<file path="config.mk">
export PLATFORM = sky130hd
export DESIGN_NAME = add_accum
export DESIGN_NICKNAME = d
export VERILOG_FILES = /design/src/rtl/add_pkg.sv /design/src/rtl/add_accum.sv
export SDC_FILE = /design/constraint.sdc
export NUM_CORES = 1
export LEC_CHECK = 0
export BUFFER_PORTS_ARGS = -buffer_cell sky130_fd_sc_hd__buf_2
export CORE_UTILIZATION = 49
export CTS_CLUSTER_DIAMETER = 60
export DETAILED_ROUTE_END_ITERATION = 10
export PLACE_DENSITY_LB_ADDON = 0.2
export SYNTH_ARGS = -nofsm -noshare
export SYNTH_HDL_FRONTEND = slang
export SYNTH_SLANG_ARGS = --single-unit
</file>
<file path="constraint.sdc">
create_clock -name clock -period 2.5 [get_ports clock]
set_input_delay 0.25 -clock clock [delete_from_list [all_inputs] [get_ports clock]]
set_output_delay 0.25 -clock clock [all_outputs]
set_load 0.02 [all_outputs]
</file>
<file path="src/rtl/add_pkg.sv">
// Shared definitions for the add pipeline stages: accumulator FSM states and
// width derivations, usable from both RTL and benches.
package add_pkg;

   typedef enum logic {
      ACCUM = 1'b0,
      HOLD  = 1'b1
   } state_t;

   // Wide enough for count full-scale samples, so the total never wraps.
   function automatic int unsigned acc_width(int unsigned width, int unsigned count);
      return width + $clog2(count);
   endfunction

   // Holds values 0..count inclusive.
   function automatic int unsigned cnt_width(int unsigned count);
      return $clog2(count) + 1;
   endfunction

endpackage

</file>
<file path="src/rtl/add_accum.sv">
// Accumulates COUNT consecutive sums from the add stage into a non-wrapping
// block total, presented on a registered valid/ready port; flush closes early.
module add_accum
   import add_pkg::*;
#(
   parameter int unsigned WIDTH = 8,
   parameter int unsigned COUNT = 4
)(
   input  logic                                clock,
   input  logic                                reset,
   input  logic                                in_valid,
   output logic                                in_ready,
   input  logic [WIDTH-1:0]                    in_data,
   input  logic                                flush,
   output logic                                out_valid,
   input  logic                                out_ready,
   output logic [acc_width(WIDTH, COUNT)-1:0]  out_sum,
   output logic [cnt_width(COUNT)-1:0]         out_count
);

   localparam int unsigned ACC_WIDTH = acc_width(WIDTH, COUNT);
   localparam int unsigned CNT_WIDTH = cnt_width(COUNT);

   generate
      if (COUNT < 2 || COUNT > 256) begin : g_bad_count
         $error("add_accum: COUNT must be in 2..256");
      end
   endgenerate

   state_t                 state, state_next;
   logic [ACC_WIDTH-1:0]   acc;
   logic [CNT_WIDTH-1:0]   cnt;

   logic                   accept;
   logic                   close_blk;
   logic [ACC_WIDTH-1:0]   sum_next;
   logic [CNT_WIDTH-1:0]   cnt_next;

   // Block closes on the final sample, or on flush when it holds or gains data.
   always_comb begin
      accept    = in_valid && in_ready;
      sum_next  = acc + (accept ? ACC_WIDTH'(in_data) : '0);
      cnt_next  = cnt + CNT_WIDTH'(accept);
      close_blk = (state == ACCUM) &&
                  ((accept && (cnt == CNT_WIDTH'(COUNT - 1))) ||
                   (flush && ((cnt != '0) || accept)));
   end

   always_ff @(posedge clock) begin
      if (reset) begin
         state <= ACCUM;
      end else begin
         state <= state_next;
      end
   end

   always_comb begin
      state_next = state;
      unique case (state)
         ACCUM: if (close_blk) state_next = HOLD;
         HOLD:  if (out_valid && out_ready) state_next = ACCUM;
         default: state_next = ACCUM;
      endcase
   end

   always_comb begin
      in_ready = (state == ACCUM);
   end

   always_ff @(posedge clock) begin
      if (reset) begin
         acc       <= '0;
         cnt       <= '0;
         out_valid <= 1'b0;
         out_sum   <= '0;
         out_count <= '0;
      end else if (state == ACCUM) begin
         if (close_blk) begin
            out_sum   <= sum_next;
            out_count <= cnt_next;
            out_valid <= 1'b1;
            acc       <= '0;
            cnt       <= '0;
         end else if (accept) begin
            acc <= sum_next;
            cnt <= cnt_next;
         end
      end else if (out_valid && out_ready) begin
         out_valid <= 1'b0;
      end
   end

endmodule

</file>
==> metrics.md, run 1 <==
| Metric | Value |
|---|---|
| Total grt overflow | `0` |
| Met2 routed WL | `~1500 um` |
| Worst slew margin | `between 60% and 70%` |
| DP Worst Slack | `~39 ps` |
| Share of cells above drive strength 1 | `21.6%` |
| Final wirelength | `3240 um` |
| Worst Slack Setup Final | `about 180 ps` |
| DRT antenna net count | `0` |
| Synth Warn # | `0` |
| Mapped Nets | `approximately 210` |
| Comb power frac | `19.9%` |
| Worst-path maximum fanout | `6` |
| CTS Root Cell | `clkbuf_4` |
| Fin. Hold Viols | `0` |
| Number of setup buffers added after CTS | `0` |
| Detailed-route via count | `1395` |
| Total Die Area | `approximately 3400 sq um` |
| RePlAce Congestion | `0.904` |
| First-pass GRT wire length | `around 5500 um` |
| Max layer used | `met4` |
| CTS tree | `yes` |
| Initial antenna violation count | `0` |
| Crit path kind | `flop to flop` |
| Final instance area | `between 1500 and 2000 sq um` |
| Synth-to-layout area growth | `16.8%` |
| Cell area after synthesis | `between 1500 and 2000 sq um` |
| Library cells used by synthesis | `between 40 and 50` |
| Die Y | `a little under 60 um` |
| Core Rows | `20` |
| Final Non-Filler Cells | `between 200 and 300` |
| CP endpoint kind | `flop` |
| Measured slew at the worst slew-check pin | `~560 ps` |
| Tmin final | `2320 ps` |
| Diodes inserted | `0` |
| Gr usage total | `between 20% and 30%` |
| Post-DR vias/cell | `~5.4` |
| Clock sinks | `28` |
| Core area | `3050 sq um` |
| Worst-skew pair later-pin latency | `320 ps` |
| Pre-antenna DRT Iters | `4` |
| Achievable Freq | `approximately 430 MHz` |
| Worst EP required | `about 2800 ps` |
| Hold Crit Class | `primary input to flop` |
| Violation count after the first detailed-route iteration | `45` |
| Vias in the first global route | `between 1000 and 1500` |
| Gate Count Post-Synth | `~180` |
| Metal-1 WL | `around 1600 um` |
| Clock-pin slew on the worst setup and hold paths | `approximately 150 ps` |
| Post-synthesis register bit count | `28` |
| Clk pwr share | `between 20% and 30%` |
| Yosys top cell area share | `between 30% and 40%` |
| Nets | `239` |
| DP Area | `around 1800 sq um` |
| Pint | `roughly 0.00058 W` |
| Peak supply drop | `324 uV` |
| Starting Density | `between 50% and 60%` |
| DR DRC count | `0` |
| Pwr dens | `~440 nW/um^2` |
| Switching power | `0.000228 W` |
| Placed insts | `between 200 and 300` |
| Count of final setup violators | `0` |
| Maxcap violations | `0` |
| Outcome | `finished clean` |
| Seq/Total Area, Yosys | `35.7%` |
| Number of buffers added on ports | `27` |
| Final Core Density | `60.1%` |
| Met3 wire len | `between 150 and 200 um` |
| I/O pin count | `28` |
| HPWL Detailed | `2390 um` |
| Synthesized area per cell | `~8.5 sq um` |
| Setup Skew | `9.26 ps` |
| Area contributors post-synth | `dfxtp_1 36%, ha_1 8.0%, nor2_1 7.2%` |
| Pin count of the biggest net entering global routing | `36` |
| Sequential share of power | `around 58%` |
| CTS H-Tree Depth | `1` |
| Slew Limit Fails | `0` |
| Clk buf depth | `2` |
| TritonCTS Buffers | `3` |
| FILL cells | `307` |
| Setup crit start kind | `flop` |
| Switching part of the total | `between 20% and 30%` |
| Arrival @ worst endpoint | `between 2000 and 3000 ps` |
| Final Cycle Share | `slightly above 90%` |
| Largest area contributor in the netlist | `dfxtp_1` |
| Static leakage | `~0.8 nW` |
| Die X | `~59 um` |
| DR WL/cell | `about 13 um` |
==> sequential cells by signal, summed over array words and instances (netlist names) <==
signal and cells:
out_valid 1, out_count 3, cnt 3, acc 10, state 1, out_sum 10
==> power groups by stage <==
stage	registers (W)	logic, W	clock network (W)
after CTS	0.000467	0.000156	0.000192
after detailed placement	0.000476	0.000155	0
after global placement	0.000476	0.000152	0
final	0.000467	0.000161	0.000181
after global routing	0.000469	0.000177	0.000204
after floorplan	0.000485	0.0000961	0
==> path summary, 6_finish.rpt <==
path                            startpoint  slack [ps]    endpoint  cells past startpoint
worst max-delay path                 state         180      acc[8]                     11
worst min-delay path             out_ready         150       state                      2
worst max register to register       state         180      acc[8]                     11
worst min register to register  out_sum[8]         480  out_sum[8]                      2
==> kinds of logic (layout without fill, tap and decap cells) <==
kind of cell | after synthesis | in the layout | share of synthesized area [%]
buffers and inverters | 17 | 46 | 4.38
XOR/XNOR | 5 | 5 | 2.79
flip-flops | 28 | 28 | 35.7
AO/OA/AOI/OAI | 40 | 40 | 19.3
adder cells (fa/ha/maj) | 11 | 11 | 9.24
multiplexers | 7 | 7 | 4.46
AND/OR/NAND/NOR | 76 | 76 | 24.2
==> per-layer routing <==
layer | track usage [%] | up-vias
li1 | - | 715
met1 | 28.9 | 639
met2 | 33.0 | 37
met3 | 1.98 | 4
met4 | 6.12 | 0
met5 | 0 | -
==> metrics by stage <==
stage                     power (W)  TNS (ps)  hold slack [ps]
after floorplan            0.000581         0              378
after global placement     0.000628         0              453
after detailed placement   0.000631         0              464
after CTS                  0.000815         0              136
after global routing       0.000850     -5.08              142
final                      0.000809         0              151
==> final cells by class <==
class / instances / area (sq um) / area share, %
tap: 44 / 55.1 / 3.00
sequential: 28 / 561 / 30.5
timing repair buffer: 35 / 195 / 10.6
inverter: 8 / 30.0 / 1.64
multi-input combinational: 139 / 972 / 53.0
clock buffer: 3 / 22.5 / 1.23
==> worst max-delay path, cell delays in order, from the launching register on <==
cell and delay, ps:
dfxtp_1 340, nand2b_4 150, inv_2 90, and2_1 130, ha_1 160, inv_1 60
fa_1 410, nand2b_4 170, a211oi_4 240, nor2_1 90, or3_1 300, a31oi_1 120
==> synthesized netlist by cell type, drive strengths merged <==
master,n
and2,7
or3,4
nor3,2
ha,10
nor2b,1
nand4,2
o311ai,1
o21ai,3
xnor2,3
a31o,1
dfxtp,28
a22oi,7
a21o,2
o221ai,2
nand4b,3
nor4,1
buf,2
o211ai,1
a31oi,3
clkbuf,7
o31a,1
a211oi,5
o21bai,1
a311oi,1
or4b,1
mux2i,7
nand3b,3
fa,1
a21oi,7
xor2,2
nor2,30
o21a,1
a2111oi,1
nand3,6
a221oi,1
nand2,11
a211o,1
nand2b,5
a2bb2oi,1
inv,8
==> cells in the final DEF (no fill, tap or decap), types with 3 or more instances in the layout <==
| master | n |
|---|---|
| a211oi_1 | 4 |
| nor2_1 | 30 |
| clkbuf_4 | 3 |
| buf_4 | 8 |
| nand3_1 | 6 |
| xnor2_1 | 3 |
| mux2i_1 | 7 |
| a22oi_1 | 7 |
| or3_1 | 4 |
| nand2_1 | 11 |
| nand2b_1 | 3 |
| inv_1 | 7 |
| o21ai_0 | 3 |
| a21oi_1 | 7 |
| nand4b_1 | 3 |
| ha_1 | 9 |
| dfxtp_1 | 28 |
| nand3b_1 | 3 |
| buf_2 | 27 |
| a31oi_1 | 3 |
| and2_1 | 7 |
==> timing repair <==
item	CTS	global route
hold buffers	0	0
gates resized for setup	0	6
setup endpoints to repair	0	7
Note: power is estimated with default switching activity, not from simulation.
==> run 2, diff against run 1 <==
--- a/config.mk
+++ b/config.mk
@@ -6,7 +6,7 @@
 export NUM_CORES = 1
 export LEC_CHECK = 0
 export BUFFER_PORTS_ARGS = -buffer_cell sky130_fd_sc_hd__buf_2
-export CORE_UTILIZATION = 49
+export CORE_UTILIZATION = 55
 export CTS_CLUSTER_DIAMETER = 60
 export DETAILED_ROUTE_END_ITERATION = 10
 export PLACE_DENSITY_LB_ADDON = 0.2
==> constraint.sdc (replaced) <==
create_clock -name clock -period 2.21 [get_ports clock]
set_input_delay 0.221 -clock clock [delete_from_list [all_inputs] [get_ports clock]]
set_output_delay 0.221 -clock clock [all_outputs]
set_load 0.02 [all_outputs]
==> metrics.md, run 2 (synthesized netlist as in run 1, its figures left out) <==
| Metric | Value |
|---|---|
| Tmin final | `2220 ps (was 2320 ps)` |
| Static leakage | `0.850 nW (was 0.777 nW)` |
| Number of buffers added on ports | `27 (unchanged)` |
| Initial antenna violation count | `0 (unchanged)` |
| Worst-skew pair later-pin latency | `340 ps (was 320 ps)` |
| Clock sinks | `28 (unchanged)` |
| DP Worst Slack | `-86.0 ps (was 39.3 ps)` |
| Nets | `252 (was 239)` |
| Core area | `2730 sq um (was 3050 sq um)` |
| Clk buf depth | `2 (unchanged)` |
| Setup Skew | `15.5 ps (was 9.26 ps)` |
| RSZ-0062 raised after global routing | `true` |
| DR DRC count | `2 (was 0)` |
| Violation count after the first detailed-route iteration | `75 (was 45)` |
| Worst hold margin | `137 ps (was 151 ps)` |
| Worst EP required | `2490 ps (was 2760 ps)` |
| Final instance area | `2070 sq um (was 1840 sq um)` |
| Final Cycle Share | `100% (was 92.8%)` |
| Pre-antenna DRT Iters | `7 (was 4)` |
| Largest regs | `acc x10, out_sum x10 (unchanged)` |
| Count of final setup violators | `1 (was 0)` |
| Outcome | `complete, but fails checks (was finished clean)` |
| Pwr dens | `491 nW/um^2 (was 441 nW/um^2)` |
| Maxcap violations | `0 (unchanged)` |
| Final Core Density | `75.7% (was 60.1%)` |
| First-pass GRT wire length | `6230 um (was 5470 um)` |
| Commonest non-fill, non-tap cell in the layout | `nor2_1 (unchanged)` |
| Total grt overflow | `0 (unchanged)` |
| Share of cells above drive strength 1 | `35.7% (was 21.6%)` |
| Total Die Area | `3080 sq um (was 3440 sq um)` |
| Peak supply drop | `511 uV (was 324 uV)` |
| Measured slew at the worst slew-check pin | `590 ps (was 557 ps)` |
| CP endpoint kind | `flop (unchanged)` |
| Crit path kind | `flop to flop (unchanged)` |
| Core Rows | `19 (was 20)` |
| Clock-pin slew on the worst setup and hold paths | `160 ps (was 150 ps)` |
| Die Y | `55.5 um (was 58.6 um)` |
| Die X | `55.5 um (was 58.6 um)` |
| Pin count of the biggest net entering global routing | `36 (unchanged)` |
| Setup crit start kind | `flop (unchanged)` |
| CTS Root Cell | `clkbuf_4 (unchanged)` |
| Worst slew margin | `60.6% (was 62.9%)` |
| Most frequent cells in the layout | `28 x nor2_1, 27 x dfxtp_1, 27 x buf_2 (was 30 x nor2_1, 28 x dfxtp_1, 27 x buf_2)` |
| Post-DR vias/cell | `5.91 (was 5.43)` |
| I/O pin count | `28 (unchanged)` |
| Failing checks | `DRC, setup timing` |
| CTS H-Tree Depth | `1 (unchanged)` |
| Synth-to-layout area growth | `31.7% (was 16.8%)` |
| CTS tree | `yes (unchanged)` |
| RePlAce Congestion | `0.852 (was 0.904)` |
| Worst Slack Setup Final | `-7.14 ps (was 180 ps)` |
| Hold Crit Class | `primary input to flop (unchanged)` |
| DP Area | `1860 sq um (was 1780 sq um)` |
| HPWL Detailed | `2680 um (was 2390 um)` |
| TritonCTS Buffers | `3 (unchanged)` |
| Final wirelength | `4050 um (was 3240 um)` |
| DR WL/cell | `15.7 um (was 12.6 um)` |
| Detailed-route via count | `1526 (was 1395)` |
| Gr usage total | `25.4% (was 20.4%)` |
| Worst-path maximum fanout | `6 (unchanged)` |
| Starting Density | `57.5% (was 51.5%)` |
| Fin. Hold Viols | `0 (unchanged)` |
| Diodes inserted | `0 (unchanged)` |
| Arrival @ worst endpoint | `2500 ps (was 2580 ps)` |
| Slew Limit Fails | `0 (unchanged)` |
| DRT antenna net count | `0 (unchanged)` |
| Achievable Freq | `451 MHz (was 431 MHz)` |
| Vias in the first global route | `1452 (was 1265)` |
[run 2: cell count changes in the layout (fill, tap and decap cells not counted), moves of 3 or more]
cell	before	now
buf_4	8	21
ha_1	9	4
ha_4	0	6
and2_1	7	4
and2_4	0	3
[run 2: final cells by class]
type,instances,area [sq um]
fillers,193,664
flip-flops and latches,28,562
inverters,8,35.0
well taps,31,38.8
repair buffers,48,293
clock buffers,4,36.3
multi-input cells,139,1100
[run 2: what timing repair did]
item	CTS	global route
setup buffers	2	3
setup endpoints to repair	5	10
pin swaps	4	9
hold buffers	0	0
gates resized for setup	8	19
[run 2: routing by layer]
layer | vias up | track usage (%) | part of all wire [%] | routed length, um
met5 | - | 0 | 0 | 0
met4 | 0 | 12.9 | 3.5 | 143
met3 | 17 | 2.81 | 3.3 | 132
met2 | 49 | 43.7 | 51 | 2080
met1 | 720 | 31.3 | 42 | 1690
li1 | 740 | - | - | -
[run 2: final timing paths]
check	to	cells past startpoint	from	slack, ps
setup / recovery	acc[8]	11	state	-7
hold / removal	state	2	out_ready	140
setup reg to reg	acc[8]	11	state	-7
hold reg to reg	out_sum[8]	2	out_sum[8]	500
[run 2: per-stage QoR]
step / instances / TNS [ps] / total power (W)
global placement: 249 / 0 / 0.000726
CTS: 255 / -8.10 / 0.000993
global route: 258 / -380 / 0.00106
finish: 258 / -7.14 / 0.00102
floorplan: 184 / 0 / 0.000664
detailed placement: 249 / -111 / 0.000734
[run 2: worst max-delay path, stage by stage, from the launching register on]
cell and delay [ps]:
dfxtp_2 350, nand2b_4 150, inv_6 80, and2_4 150
ha_4 130, inv_2 40, fa_2 350, nand2b_4 170
a211oi_4 270, nor2_2 60, or3_1 300, a31oi_1 120
[run 2: report_power, final]
group          leakage, nW  internal (W)  total, W  switching (W)
combinational        0.602      0.000102  0.000228       0.000125
clock               0.0210      0.000101  0.000257       0.000156
sequential           0.227      0.000520  0.000531      0.0000114
total                0.850      0.000723   0.00102       0.000293
==> run 3, diff against run 2 <==
--- a/config.mk
+++ b/config.mk
@@ -5,11 +5,13 @@
 export SDC_FILE = /design/constraint.sdc
 export NUM_CORES = 1
 export LEC_CHECK = 0
+export ABC_CLOCK_PERIOD_IN_PS = 2210
 export BUFFER_PORTS_ARGS = -buffer_cell sky130_fd_sc_hd__buf_2
 export CORE_UTILIZATION = 55
 export CTS_CLUSTER_DIAMETER = 60
 export DETAILED_ROUTE_END_ITERATION = 10
-export PLACE_DENSITY_LB_ADDON = 0.2
+export PLACE_DENSITY = 0.77
+export SKIP_CTS_REPAIR_TIMING = 1
 export SYNTH_ARGS = -nofsm -noshare
 export SYNTH_HDL_FRONTEND = slang
 export SYNTH_SLANG_ARGS = --single-unit
==> metrics.md, run 3 (synthesized netlist as in run 1, its figures left out) <==
| Metric | Value |
|---|---|
| Number of buffers added on ports | `27 (unchanged)` |
| Diodes inserted | `0 (unchanged)` |
| Area occupied by multi-input gates | `1050 sq um (was 1100 sq um)` |
| Share of cells above drive strength 1 | `29.5% (was 35.7%)` |
| Crit Reg-Reg Endpoint | `acc[8] (unchanged)` |
| Sum Neg Setup Slack | `-78.1 ps (was -7.14 ps)` |
| CTS Root Cell | `clkbuf_4 (unchanged)` |
| Vias in the first global route | `1383 (was 1452)` |
| Most frequent cells in the layout | `30 x nor2_1, 27 x dfxtp_1, 27 x buf_2 (was 28 x nor2_1, 27 x dfxtp_1, 27 x buf_2)` |
| Failing checks | `setup timing (was DRC, setup timing)` |
| FF-to-FF path depth | `11 (unchanged)` |
| Synth-to-layout area growth | `24.8% (was 31.7%)` |
| Clk buf depth | `2 (unchanged)` |
| RePlAce Congestion | `0.808 (was 0.852)` |
| Peak supply drop | `447 uV (was 511 uV)` |
| Violation count after the first detailed-route iteration | `59 (was 75)` |
| Measured slew at the worst slew-check pin | `564 ps (was 590 ps)` |
| Worst-skew pair later-pin latency | `330 ps (was 340 ps)` |
| Initial antenna violation count | `0 (unchanged)` |
| Hold EP | `state (unchanged)` |
| Core Rows | `19 (unchanged)` |
| Slew Limit Fails | `0 (unchanged)` |
| TritonCTS Buffers | `3 (unchanged)` |
| DR DRC count | `0 (was 2)` |
| Starting Density | `57.5% (unchanged)` |
| CP max-delay cell | `dfxtp_2 (unchanged)` |
| Arrival @ worst endpoint | `2550 ps (was 2500 ps)` |
| Nets | `245 (was 252)` |
| Setup crit start kind | `flop (unchanged)` |
| Static leakage | `0.809 nW (was 0.850 nW)` |
| Cell mode on critical path | `nand2b_4 (unchanged)` |
| Worst Slack Setup Final | `-78.1 ps (was -7.14 ps)` |
| Final Cycle Share | `104% (was 100%)` |
| Pre-antenna DRT Iters | `5 (was 7)` |
| Die Y | `55.5 um (unchanged)` |
| Reg2reg start | `state (unchanged)` |
| Count of final setup violators | `1 (unchanged)` |
| CP endpoint kind | `flop (unchanged)` |
| Hold Crit Class | `primary input to flop (unchanged)` |
| Worst hold stages | `2 (unchanged)` |
| Detailed-route via count | `1485 (was 1526)` |
| CP Cell Sequence | `nand2b_4, inv_4, and2_4, ha_4, inv_2, fa_2, nand2b_4, a211oi_4, nor2_1, or3_1, a31oi_1 (was nand2b_4, inv_6, and2_4, ha_4, inv_2, fa_2, nand2b_4, a211oi_4, nor2_2, or3_1, a31oi_1)` |
| Pin count of the biggest net entering global routing | `36 (unchanged)` |
| Worst slew margin | `62.4% (was 60.6%)` |
| R2R setup slack | `-80 ps (was -7 ps)` |
| RSZ-0062 raised after global routing | `true (unchanged)` |
| CP peak stage delay | `350 ps (about the same)` |
| CTS H-Tree Depth | `1 (unchanged)` |
| Worst-path maximum fanout | `6 (unchanged)` |
| Clock-pin slew on the worst setup and hold paths | `150 ps (was 160 ps)` |
| Tmin final | `2290 ps (was 2220 ps)` |
| First-pass GRT wire length | `5930 um (was 6230 um)` |
| Worst EP required | `2470 ps (was 2490 ps)` |
| Largest regs | `acc x10, out_sum x10 (unchanged)` |
| Core area | `2730 sq um (unchanged)` |
| Maxcap violations | `0 (unchanged)` |
| DR WL/cell | `15.1 um (was 15.7 um)` |
| Outcome | `complete, but fails checks (unchanged)` |
| Final Core Density | `71.8% (was 75.7%)` |
| Post-DR vias/cell | `5.92 (was 5.91)` |
| Setup Skew | `5.47 ps (was 15.5 ps)` |
| Die X | `55.5 um (unchanged)` |
| Fin. Hold Viols | `0 (unchanged)` |
| FILL cells | `196 (was 193)` |
| Final wirelength | `3780 um (was 4050 um)` |
| Seq. cell area | `562 sq um (unchanged)` |
| Achievable Freq | `437 MHz (was 451 MHz)` |
| Pwr dens | `504 nW/um^2 (was 491 nW/um^2)` |
| Gr usage total | `23.4% (was 25.4%)` |
| Crit path kind | `flop to flop (unchanged)` |
| I/O pin count | `28 (unchanged)` |
| Clock sinks | `28 (unchanged)` |
| Commonest non-fill, non-tap cell in the layout | `nor2_1 (unchanged)` |
| DRT antenna net count | `0 (unchanged)` |
| Hold Startpoint | `out_ready (unchanged)` |
| CTS tree | `yes (unchanged)` |
| Total grt overflow | `0 (unchanged)` |
| Total Die Area | `3080 sq um (unchanged)` |
| HPWL Detailed | `2490 um (was 2680 um)` |
==> run 3: power breakdown <==
| group | switching (W) | internal, W |
|---|---|---|
| Combinational | 0.000118 | 0.0000908 |
| Sequential | 0.0000106 | 0.000520 |
| Clock | 0.000150 | 0.000101 |
| Total | 0.000278 | 0.000711 |
==> run 3: area by class of cell <==
class                           count  area share [%]
Clock buffer                        4            1.85
Sequential cell                    28            28.6
Multi-Input combinational cell    139            53.6
Timing Repair Buffer               41            12.2
Inverter                            8            1.66
Tap cell                           31            1.98
==> run 3: worst max path at each step <==
stage                     start  slack (ps)  cells after the start     end
after floorplan           state         0.8                     11  acc[8]
after global placement    state          30                     11  acc[8]
after detailed placement  state         -80                     11  acc[8]
after CTS                 state        -120                     11  acc[8]
after global routing      state        -150                     11  acc[8]
final                     state         -80                     11  acc[8]
==> run 3: metal layers <==
layer | share of wire (%) | GRT usage (%) | wire [um]
met2 | 51 | 40.8 | 1920
met3 | 4.6 | 2.34 | 173
met5 | 0 | 0 | 0
met1 | 43 | 30.8 | 1620
met4 | 1.9 | 6.07 | 70
==> run 3: worst max-delay path, delay by kind of cell (launching register included) <==
kind	cells	cell delay, ps
adders and majority gates	2	470
AOI/OAI and AO/OA	2	410
and+or+nand+nor	5	890
buffers and inverters	2	120
DFF	1	350
==> run 3: metrics by stage <==
step	area [sq um]	instances	hold slack (ps)	power (W)	worst slack, ps
after floorplan	1610	184	342	0.000664	0.808
after global placement	1850	247	459	0.000723	32.1
after detailed placement	1850	247	464	0.000729	-79.8
after CTS	1880	251	99.1	0.000979	-120
after global routing	1960	251	97.8	0.00103	-153
final	1960	251	107	0.000989	-78.1
